### config.mk
export PLATFORM = sky130hd
export DESIGN_NAME = shift_exec_stage
export DESIGN_NICKNAME = d
export VERILOG_FILES = /design/src/rtl/shift_exec_pkg.sv /design/src/rtl/rshifter32.sv /design/src/rtl/shift_exec_stage.sv
export SDC_FILE = /design/constraint.sdc
export NUM_CORES = 1
export LEC_CHECK = 0
export ABC_AREA = 1
export CAP_MARGIN = 20
export CORE_MARGIN = 10
export CORE_UTILIZATION = 55
export DETAILED_ROUTE_END_ITERATION = 12
export PLACE_DENSITY_LB_ADDON = 0.2
export SLEW_MARGIN = 20
export SYNTH_ARGS = -nofsm -noshare
export SYNTH_HDL_FRONTEND = slang
export SYNTH_SLANG_ARGS = --single-unit
### constraint.sdc
create_clock -name clk_i -period 5.1 [get_ports clk_i]
set_input_delay 0.51 -clock clk_i [delete_from_list [all_inputs] [get_ports clk_i]]
set_output_delay 0.51 -clock clk_i [all_outputs]
set_load 0.05 [all_outputs]
### src/rtl/shift_exec_pkg.sv
// rtl/shift_exec_pkg.sv - shared types, constants and helpers for the shift execution stage
package shift_exec_pkg;

  localparam int XLEN_C = 32;

  typedef enum logic [2:0] {
    SHIFT_SLL = 3'd0,
    SHIFT_SRL = 3'd1,
    SHIFT_SRA = 3'd2,
    SHIFT_ROL = 3'd3,
    SHIFT_ROR = 3'd4
  } shift_op_e;

  function automatic logic [31:0] bitrev32(input logic [31:0] v);
    logic [31:0] r;
    for (int i = 0; i < 32; i++) begin
      r[i] = v[31-i];
    end
    return r;
  endfunction

endpackage

### src/rtl/rshifter32.sv
// rtl/rshifter32.sv - 32-bit logical right shifter with optional rotate
module rshifter32 (
  input  logic [31:0] data_i,
  input  logic [4:0]  shamt_i,
  input  logic        rotate_en_i,
  output logic [31:0] data_o
);

  logic [31:0] wrap;

  // A zero amount shifts the wrap term out entirely, so rotate by 0 is a pass-through.
  always_comb begin
    wrap   = rotate_en_i ? (data_i << (6'd32 - {1'b0, shamt_i})) : 32'd0;
    data_o = (data_i >> shamt_i) | wrap;
  end

endmodule

### src/rtl/shift_exec_stage.sv
// rtl/shift_exec_stage.sv - two-stage valid/ready shift execution unit (SLL/SRL/SRA/ROL/ROR)
module shift_exec_stage
  import shift_exec_pkg::*;
#(
  parameter int TAG_W = 4,
  parameter int XLEN  = 32
) (
  input  logic             clk_i,
  input  logic             rst_ni,
  input  logic             flush_i,
  input  logic             in_valid_i,
  output logic             in_ready_o,
  input  logic [2:0]       in_op_i,
  input  logic [XLEN-1:0]  in_data_i,
  input  logic [4:0]       in_shamt_i,
  input  logic [TAG_W-1:0] in_tag_i,
  output logic             out_valid_o,
  input  logic             out_ready_i,
  output logic [XLEN-1:0]  out_result_o,
  output logic [TAG_W-1:0] out_tag_o,
  output logic             out_err_o
);

  if (XLEN != XLEN_C) begin : g_bad_xlen
    $error("shift_exec_stage: XLEN must be 32");
  end

  logic             a_valid_q, a_valid_d;
  logic [2:0]       a_op_q, a_op_d;
  logic [XLEN-1:0]  a_data_q, a_data_d;
  logic [4:0]       a_shamt_q, a_shamt_d;
  logic [TAG_W-1:0] a_tag_q, a_tag_d;

  logic             b_valid_q, b_valid_d;
  logic [XLEN-1:0]  b_result_q, b_result_d;
  logic [TAG_W-1:0] b_tag_q, b_tag_d;
  logic             b_err_q, b_err_d;

  logic b_free, a_adv, accept;

  always_comb begin
    b_free     = !b_valid_q || out_ready_i;
    a_adv      = a_valid_q && b_free;
    in_ready_o = (!a_valid_q || b_free) && !flush_i;
    accept     = in_valid_i && in_ready_o;
  end

  logic        is_rot;
  logic [31:0] a_rev, main_in, main_out, mask_out, comp_out;
  logic [4:0]  rot_amt, main_amt, comp_amt;
  logic [31:0] calc_result;
  logic        calc_err;

  // Rotates become right rotates: ROL by n is ROR by (32-n)&31, i.e. -n mod 32.
  always_comb begin
    is_rot   = (a_op_q == SHIFT_ROL) || (a_op_q == SHIFT_ROR);
    a_rev    = bitrev32(a_data_q);
    rot_amt  = (a_op_q == SHIFT_ROL) ? (5'd0 - a_shamt_q) : a_shamt_q;
    main_in  = (a_op_q == SHIFT_SLL) ? a_rev : a_data_q;
    main_amt = is_rot ? rot_amt : a_shamt_q;
    comp_amt = 5'd0 - rot_amt;
  end

  rshifter32 u_main (
    .data_i      (main_in),
    .shamt_i     (main_amt),
    .rotate_en_i (1'b0),
    .data_o      (main_out)
  );

  rshifter32 u_sra_mask (
    .data_i      (32'hFFFF_FFFF),
    .shamt_i     (a_shamt_q),
    .rotate_en_i (1'b0),
    .data_o      (mask_out)
  );

  // Left half of a rotate, computed as a reversed right shift.
  rshifter32 u_rot_comp (
    .data_i      (a_rev),
    .shamt_i     (comp_amt),
    .rotate_en_i (1'b0),
    .data_o      (comp_out)
  );

  always_comb begin
    calc_result = 32'd0;
    calc_err    = 1'b0;
    case (a_op_q)
      SHIFT_SRL: calc_result = main_out;
      SHIFT_SRA: calc_result = main_out | (a_data_q[31] ? ~mask_out : 32'd0);
      SHIFT_SLL: calc_result = bitrev32(main_out);
      SHIFT_ROL,
      SHIFT_ROR: calc_result = (rot_amt == 5'd0) ? a_data_q : (main_out | bitrev32(comp_out));
      default:   calc_err    = 1'b1;
    endcase
  end

  always_comb begin
    a_valid_d  = a_valid_q;
    a_op_d     = a_op_q;
    a_data_d   = a_data_q;
    a_shamt_d  = a_shamt_q;
    a_tag_d    = a_tag_q;
    b_valid_d  = b_valid_q;
    b_result_d = b_result_q;
    b_tag_d    = b_tag_q;
    b_err_d    = b_err_q;

    if (flush_i) begin
      a_valid_d = 1'b0;
      b_valid_d = 1'b0;
    end else begin
      if (accept) begin
        a_valid_d = 1'b1;
        a_op_d    = in_op_i;
        a_data_d  = in_data_i;
        a_shamt_d = in_shamt_i;
        a_tag_d   = in_tag_i;
      end else if (a_adv) begin
        a_valid_d = 1'b0;
      end

      if (a_adv) begin
        b_valid_d  = 1'b1;
        b_result_d = calc_result;
        b_tag_d    = a_tag_q;
        b_err_d    = calc_err;
      end else if (b_valid_q && out_ready_i) begin
        b_valid_d = 1'b0;
      end
    end
  end

  always_ff @(posedge clk_i or negedge rst_ni) begin
    if (!rst_ni) begin
      a_valid_q  <= 1'b0;
      a_op_q     <= '0;
      a_data_q   <= '0;
      a_shamt_q  <= '0;
      a_tag_q    <= '0;
      b_valid_q  <= 1'b0;
      b_result_q <= '0;
      b_tag_q    <= '0;
      b_err_q    <= 1'b0;
    end else begin
      a_valid_q  <= a_valid_d;
      a_op_q     <= a_op_d;
      a_data_q   <= a_data_d;
      a_shamt_q  <= a_shamt_d;
      a_tag_q    <= a_tag_d;
      b_valid_q  <= b_valid_d;
      b_result_q <= b_result_d;
      b_tag_q    <= b_tag_d;
      b_err_q    <= b_err_d;
    end
  end

  assign out_valid_o  = b_valid_q;
  assign out_result_o = b_result_q;
  assign out_tag_o    = b_tag_q;
  assign out_err_o    = b_err_q;

endmodule

==> results of run 1 <==
[cell type report]
cell class,count,area [um2],area share
clock buffer,9,225,0.0229
sequential,83,2080,0.211
antenna,1,2.50,0.000255
tap,211,264,0.0269
multi-input combinational,1289,5840,0.594
timing repair buffer,104,1000,0.102
inverter,91,342,0.0348
clock inverter,7,76.3,0.00777
[critical path, stage by stage (launching register included)]
cell	delay [ns]
dfrtp_1	0.41
inv_2	0.11
buf_4	0.40
nand4_1	0.30
nand2_2	0.63
inv_2	0.46
nand3_1	0.20
nand2_1	0.21
nand2_1	0.11
nand2_1	0.19
nand3_1	0.20
nand2_1	0.07
nand3b_1	0.22
nand2_1	0.08
nand2_1	0.07
nand2_1	0.06
nand2_1	0.05
[layer usage]
layer	wire [um]	GRT usage
met1	14900	0.458
met2	15900	0.497
met3	5330	0.0916
met4	2380	0.185
met5	0	0
[sequential cells by signal (all words and copies together), names as in the netlist]
| signal | count |
|---|---|
| a_data_q | 32 |
| out_result_o | 32 |
| a_shamt_q | 5 |
| a_tag_q | 4 |
| out_tag_o | 4 |
| a_op_q | 3 |
| a_valid_q | 1 |
| out_err_o | 1 |
| out_valid_o | 1 |
[report_power, final]
group	switching [mW]	total [mW]	internal [mW]
clock network	0.347	0.697	0.350
logic	2.14	2.98	0.835
registers	0.138	0.948	0.810
[path summary, 6_finish.rpt]
path	start	end	slack, ns	cells after the start
hold reg to reg	out_result_o[25]$_DFFE_PN0P_	out_result_o[25]$_DFFE_PN0P_	0.48	2
hold / removal	rst_ni	a_data_q[27]$_DFFE_PN0P_	0.06	1
min in group clk_i	out_result_o[25]$_DFFE_PN0P_	out_result_o[25]$_DFFE_PN0P_	0.48	2
max in group asynchronous	rst_ni	out_result_o[12]$_DFFE_PN0P_	3.98	2
setup reg to reg	a_op_q[2]$_DFFE_PN0P_	out_result_o[24]$_DFFE_PN0P_	1.19	16
setup / recovery	a_op_q[2]$_DFFE_PN0P_	out_result_o[24]$_DFFE_PN0P_	1.19	16
[cell families (layout without fill, tap and decap cells)]
family                     count (synthesis)  after routing  share of synthesized area
adders and majority gates                  6              6                    0.00861
buffers and inverters                    198            211                     0.0938
xor gates and xnor gates                   1              1                    0.00100
AOI/OAI and AO/OA                        175            175                      0.103
muxes                                      4              4                    0.00516
DFF                                       83             83                      0.238
and+or+nand+nor                         1103           1103                      0.550
other                                      0              1                          0
[through the flow]
step	worst slack (ns)	util	power (mW)	std cells
5_1_grt	1.05	0.639	4.84	1794
6_report	1.19	0.639	4.62	1795
3_5_place_dp	1.41	0.620	3.80	1778
2_1_floorplan	1.65	-	2.90	1570
4_1_cts	1.40	0.639	4.50	1794
3_3_place_gp	1.35	0.619	3.78	1777
[cells in the final DEF, fill, tap and decap left out, types with 7 or more instances in the layout]
cell type        count
nand2_1            564
nand3_1            425
a21oi_1             90
clkdlybuf4s50_1     86
inv_1               83
dfrtp_1             82
nor2_1              68
o21ai_0             60
nand4_1             18
buf_4               17
o21ai_1             14
clkbuf_16            9
nand2_2              8
inv_2                7
==> run metrics, run 1 <==
ys async rst share 1.00; fin crit period 3.91 ns; Num CTS Buffers 9; Layout fillers between 1,500 and 2,000; initial antenna violation count 1; Setup CP Type reg2reg; Main synth FF type dfrtp_1; routed len/inst 21.4 um; hpwl dp 29,200 um; top-count cell post-synth nand2_1; unrepaired setup endpoints after global routing no; RD Place Congestion between 1 and 1.5; Hold Slack 0.0565 ns; crit end category register; Synthesized Nets 1,625; WP data required between 5 and 6 ns; Area Overhead vs Synth 12.7%; syn avg cell area 5.56 um2; total grt overflow 0; Reg clk slew, reported paths ~0.080 ns; Worst Setup Start Kind register; Hold WC Path Type in2async; Boundary Pins 88; P_leak 5.06 nW; # rows between 40 and 50; initial core utilization 0.567; Placed Area 0.00952 mm2; measured slew at the worst slew-check pin 1.04 ns; die width between 100 and 150 um; Clock Skews 0.0128 ns; #FFs+latches synth 83; DRC 0; clock buffer depth 2; area leader, netlist nand3_1; vias in the first global route 10,300; Synth area leaders nand3_1 (24%), nand2_1 (24%), dfrtp_1 (24%); sequential area share after synthesis 0.238; maxcap violations 0; Worst VDD drop between 200 and 250 uV; number of setup buffers added after CTS 0; clock net sink count slightly above 80; share of post-route cells with drive strength above 1 0.0404; slew margin rel. 0.304; setup TNS 0 ns; fin. max-slew vios 0; outcome finished, final reports clean; Final Cell Area about 0.0098 mm2; crit-path max FO 39; DR pass1 iterations 6; Nets 1,633; CTS resizes 0; CP arrival 4.17 ns; Final Hold Fails 0; gr usage total 0.345; Vias 11,500; synth warn 0; Post-CTS Hold Buffers 0; largest net degree at the start of global routing 100; CTS tree built; Post-Synthesis Cells 1,570; die height 146 um; Max Clk Rate 0.256 GHz; number of I/O port buffers just under 90; Die Area ~0.021 mm2; Root Buffer clkbuf_16; most frequent cells after synthesis nand2_1 (565), nand3_1 (425), a21oi_1 (90); antenna-violating nets left 0; H-tree Lvls 3; Yosys top cell area share 0.244; global-route wire length before repair 58,400 um; Cell Area, Synth 0.00872 mm2; drt total wl 38,500 um; Finish-stage setup viols 0; Via density between 6 and 7; Tcrit/Tclk final 0.767; Iteration-0 DRC Markers approximately 2,100; clock latency on the worst-skew pair 0.37 ns; core area 0.0154 mm2; cell area power density 470 mW/mm2; Post-synth EDFFs 0; post-synth cell types 30
(Power assumes the default switching activity.)
==> run 2, diff against run 1 <==
--- a/config.mk
+++ b/config.mk
@@ -8,7 +8,7 @@
 export ABC_AREA = 1
 export CAP_MARGIN = 20
 export CORE_MARGIN = 10
-export CORE_UTILIZATION = 55
+export CORE_UTILIZATION = 53
 export DETAILED_ROUTE_END_ITERATION = 12
 export PLACE_DENSITY_LB_ADDON = 0.2
 export SLEW_MARGIN = 20
==> constraint.sdc (replaced) <==
create_clock -name clk_i -period 3.44 [get_ports clk_i]
set_input_delay 0.344 -clock clk_i [delete_from_list [all_inputs] [get_ports clk_i]]
set_output_delay 0.344 -clock clk_i [all_outputs]
set_load 0.05 [all_outputs]
==> run 2 against run 1 <==
First-iteration DRC count down 1.2%. Clock power rose by 51%. Largest power group unchanged. Final cell count up 1.8%. Critical path depth decreased by 2. Highest routed layer is now met5. Via count increased by 0.17%. Register-to-register slack lost 0.97 ns. Maximum frequency up 22%. Sequential power grew 47%. Non-clock buffer count up 25.
==> run metrics, run 2 (synthesized netlist as in run 1, its figures left out) <==
outcome finished, final reports clean (unchanged); Iteration-0 DRC Markers 2,098 (was 2,123); Post-Place Setup Slack 0.363 ns (was 1.41 ns); slowest stage cell, crit path dfrtp_1 (was nand2_2); clock latency on the worst-skew pair 0.36 ns (was 0.37 ns); antenna-violating nets left 0 (unchanged); Most common cell on crit path nand2_1 (unchanged); gr usage total 0.342 (was 0.345); WP data required 3.69 ns (was 5.36 ns); Clock Skews 0.0110 ns (was 0.0128 ns); H-tree Lvls 3 (unchanged); Root Buffer clkbuf_16 (unchanged); Register Area 0.00208 mm2 (unchanged); Hold WC Path Type reg2reg (was in2async); commonest non-fill, non-tap cell in the layout nand2_1 (unchanged); Boundary Pins 88 (unchanged); drt total wl 38,600 um (was 38,500 um); Finish-stage setup viols 0 (unchanged); total grt overflow 0 (unchanged); Worst Setup Start Kind register (unchanged); CTS tree built (unchanged); die width 148 um (was 146 um); vias in the first global route 10,300 (about the same); Final Hold Fails 0 (unchanged); Max Clk Rate 0.311 GHz (was 0.256 GHz); maxcap violations 0 (unchanged); RD Place Congestion 1.08 (was 1.10); crit end category register (unchanged); DR pass1 iterations 7 (was 6); measured slew at the worst slew-check pin 0.812 ns (was 1.04 ns); slew margin rel. 0.453 (was 0.304); Reg clk slew, reported paths 0.07 ns (was 0.08 ns); cell area power density 688 mW/mm2 (was 470 mW/mm2); Nets 1,658 (was 1,633); Tcrit/Tclk final 0.935 (was 0.767); initial antenna violation count 3 (was 1); critical path cell sequence inv_1 > ha_1 > nand4_1 > nand3_2 > nor2_1 > nand2_1 > nand2_2 > nand3_1 > nand3_1 > nand2_1 > o21ai_1 > nand3_1 > nand2_1 > nand2_1 (was inv_2 > buf_4 > nand4_1 > nand2_2 > inv_2 > nand3_1 > nand2_1 > nand2_1 > nand2_1 > nand3_1 > nand2_1 > nand3b_1 > nand2_1 > nand2_1 > nand2_1 > nand2_1); share of post-route cells with drive strength above 1 0.0553 (was 0.0404); # rows 46 (was 45); Area Overhead vs Synth 15.5% (was 12.7%); clock net sink count 83 (unchanged); clock buffer depth 2 (unchanged); Vias 11,600 (was 11,500); fin. max-slew vios 0 (unchanged); largest net degree at the start of global routing 57 (was 100); P_leak 5.20 nW (was 5.06 nW); hpwl dp 30,000 um (was 29,200 um); Total Power 6.93 mW (was 4.62 mW); Worst VDD drop 349 uV (was 249 uV); global-route wire length before repair 59,200 um (was 58,400 um); fin crit period 3.22 ns (was 3.91 ns); Die Area 0.0220 mm2 (was 0.0213 mm2); Num CTS Buffers 9 (unchanged); Layout fillers 1,621 (was 1,570); core area 0.0160 mm2 (was 0.0154 mm2); CTS resizes 0 (unchanged); setup TNS 0 ns (unchanged); crit-path max FO 29 (was 39); number of I/O port buffers 87 (unchanged); setup ws final 0.224 ns (was 1.19 ns); CP arrival 3.47 ns (was 4.17 ns); Setup CP Type reg2reg (unchanged); Worst path max stage delay 0.46 ns (was 0.63 ns); die height 148 um (was 146 um); Via density 6.33 (was 6.43); Final Util 0.630 (was 0.639); unrepaired setup endpoints after global routing no (unchanged); area of the multi-input gates 0.00584 mm2 (unchanged); routed len/inst 21.1 um (was 21.4 um); commonest cells after routing, fill and taps aside nand2_1 (564), nand3_1 (425), a21oi_1 (90), clkdlybuf4s50_1 (86), inv_1 (83) (unchanged); DRC 0 (unchanged); initial core utilization 0.545 (was 0.567)
## run 2: worst paths after layout
kind	start	end	slack (ns)	cells after the start
min in group asynchronous	rst_ni	a_data_q[25]$_DFFE_PN0P_	0.51	2
max in group asynchronous	rst_ni	out_result_o[2]$_DFFE_PN0P_	2.15	3
setup / recovery	a_shamt_q[1]$_DFFE_PN0P_	out_result_o[12]$_DFFE_PN0P_	0.22	14
hold reg to reg	out_result_o[5]$_DFFE_PN0P_	out_result_o[5]$_DFFE_PN0P_	0.48	2
hold / removal	out_result_o[5]$_DFFE_PN0P_	out_result_o[5]$_DFFE_PN0P_	0.48	2
setup reg to reg	a_shamt_q[1]$_DFFE_PN0P_	out_result_o[12]$_DFFE_PN0P_	0.22	14
## run 2: power breakdown
part	switching [mW]	leakage, nW	internal [mW]	total (mW)
combinational	3.19	4.06	1.30	4.49
clock	0.456	0.143	0.589	1.05
sequential	0.189	0.991	1.20	1.39
## run 2: layout make-up
type / instances / area share
inverters: 91 / 0.0340
clock buffers: 10 / 0.0237
well taps: 216 / 0.0268
flip-flops and latches: 83 / 0.206
clock inverters: 6 / 0.00720
diodes: 3 / 0.000745
repair buffers: 129 / 0.122
multi-input cells: 1289 / 0.579
## run 2: what timing repair did
item                                    4_1_cts  5_1_grt
hold buffers                                  1        0
buffers inserted                              0        0
endpoints found under the setup margin        0        0
hold endpoints to repair                     36        0
## run 2: routing by layer
| metal | part of all wire | global-route usage |
|---|---|---|
| met2 | 0.41 | 0.486 |
| met5 | 0.00083 | 0.0119 |
| met3 | 0.14 | 0.102 |
| met4 | 0.054 | 0.173 |
| met1 | 0.39 | 0.457 |
## run 2: metrics by stage
step	hold WS, ns	instances	cell area, um2
global route	0.504	1824	10100
finish	0.481	1827	10100
CTS	0.484	1823	10100
detailed placement	0.345	1806	9730
floorplan	0.0484	1570	8720
global placement	0.342	1806	9730
## run 2: worst max-delay path, delay by kind of cell, from the launching register on
family	cells	cell delay (ns)
adder cells (fa/ha/maj)	1	0.30
buffers and inverters	1	0.12
flip-flops	1	0.46
AO/OA/AOI/OAI	1	0.29
AND/OR/NAND/NOR	11	1.94
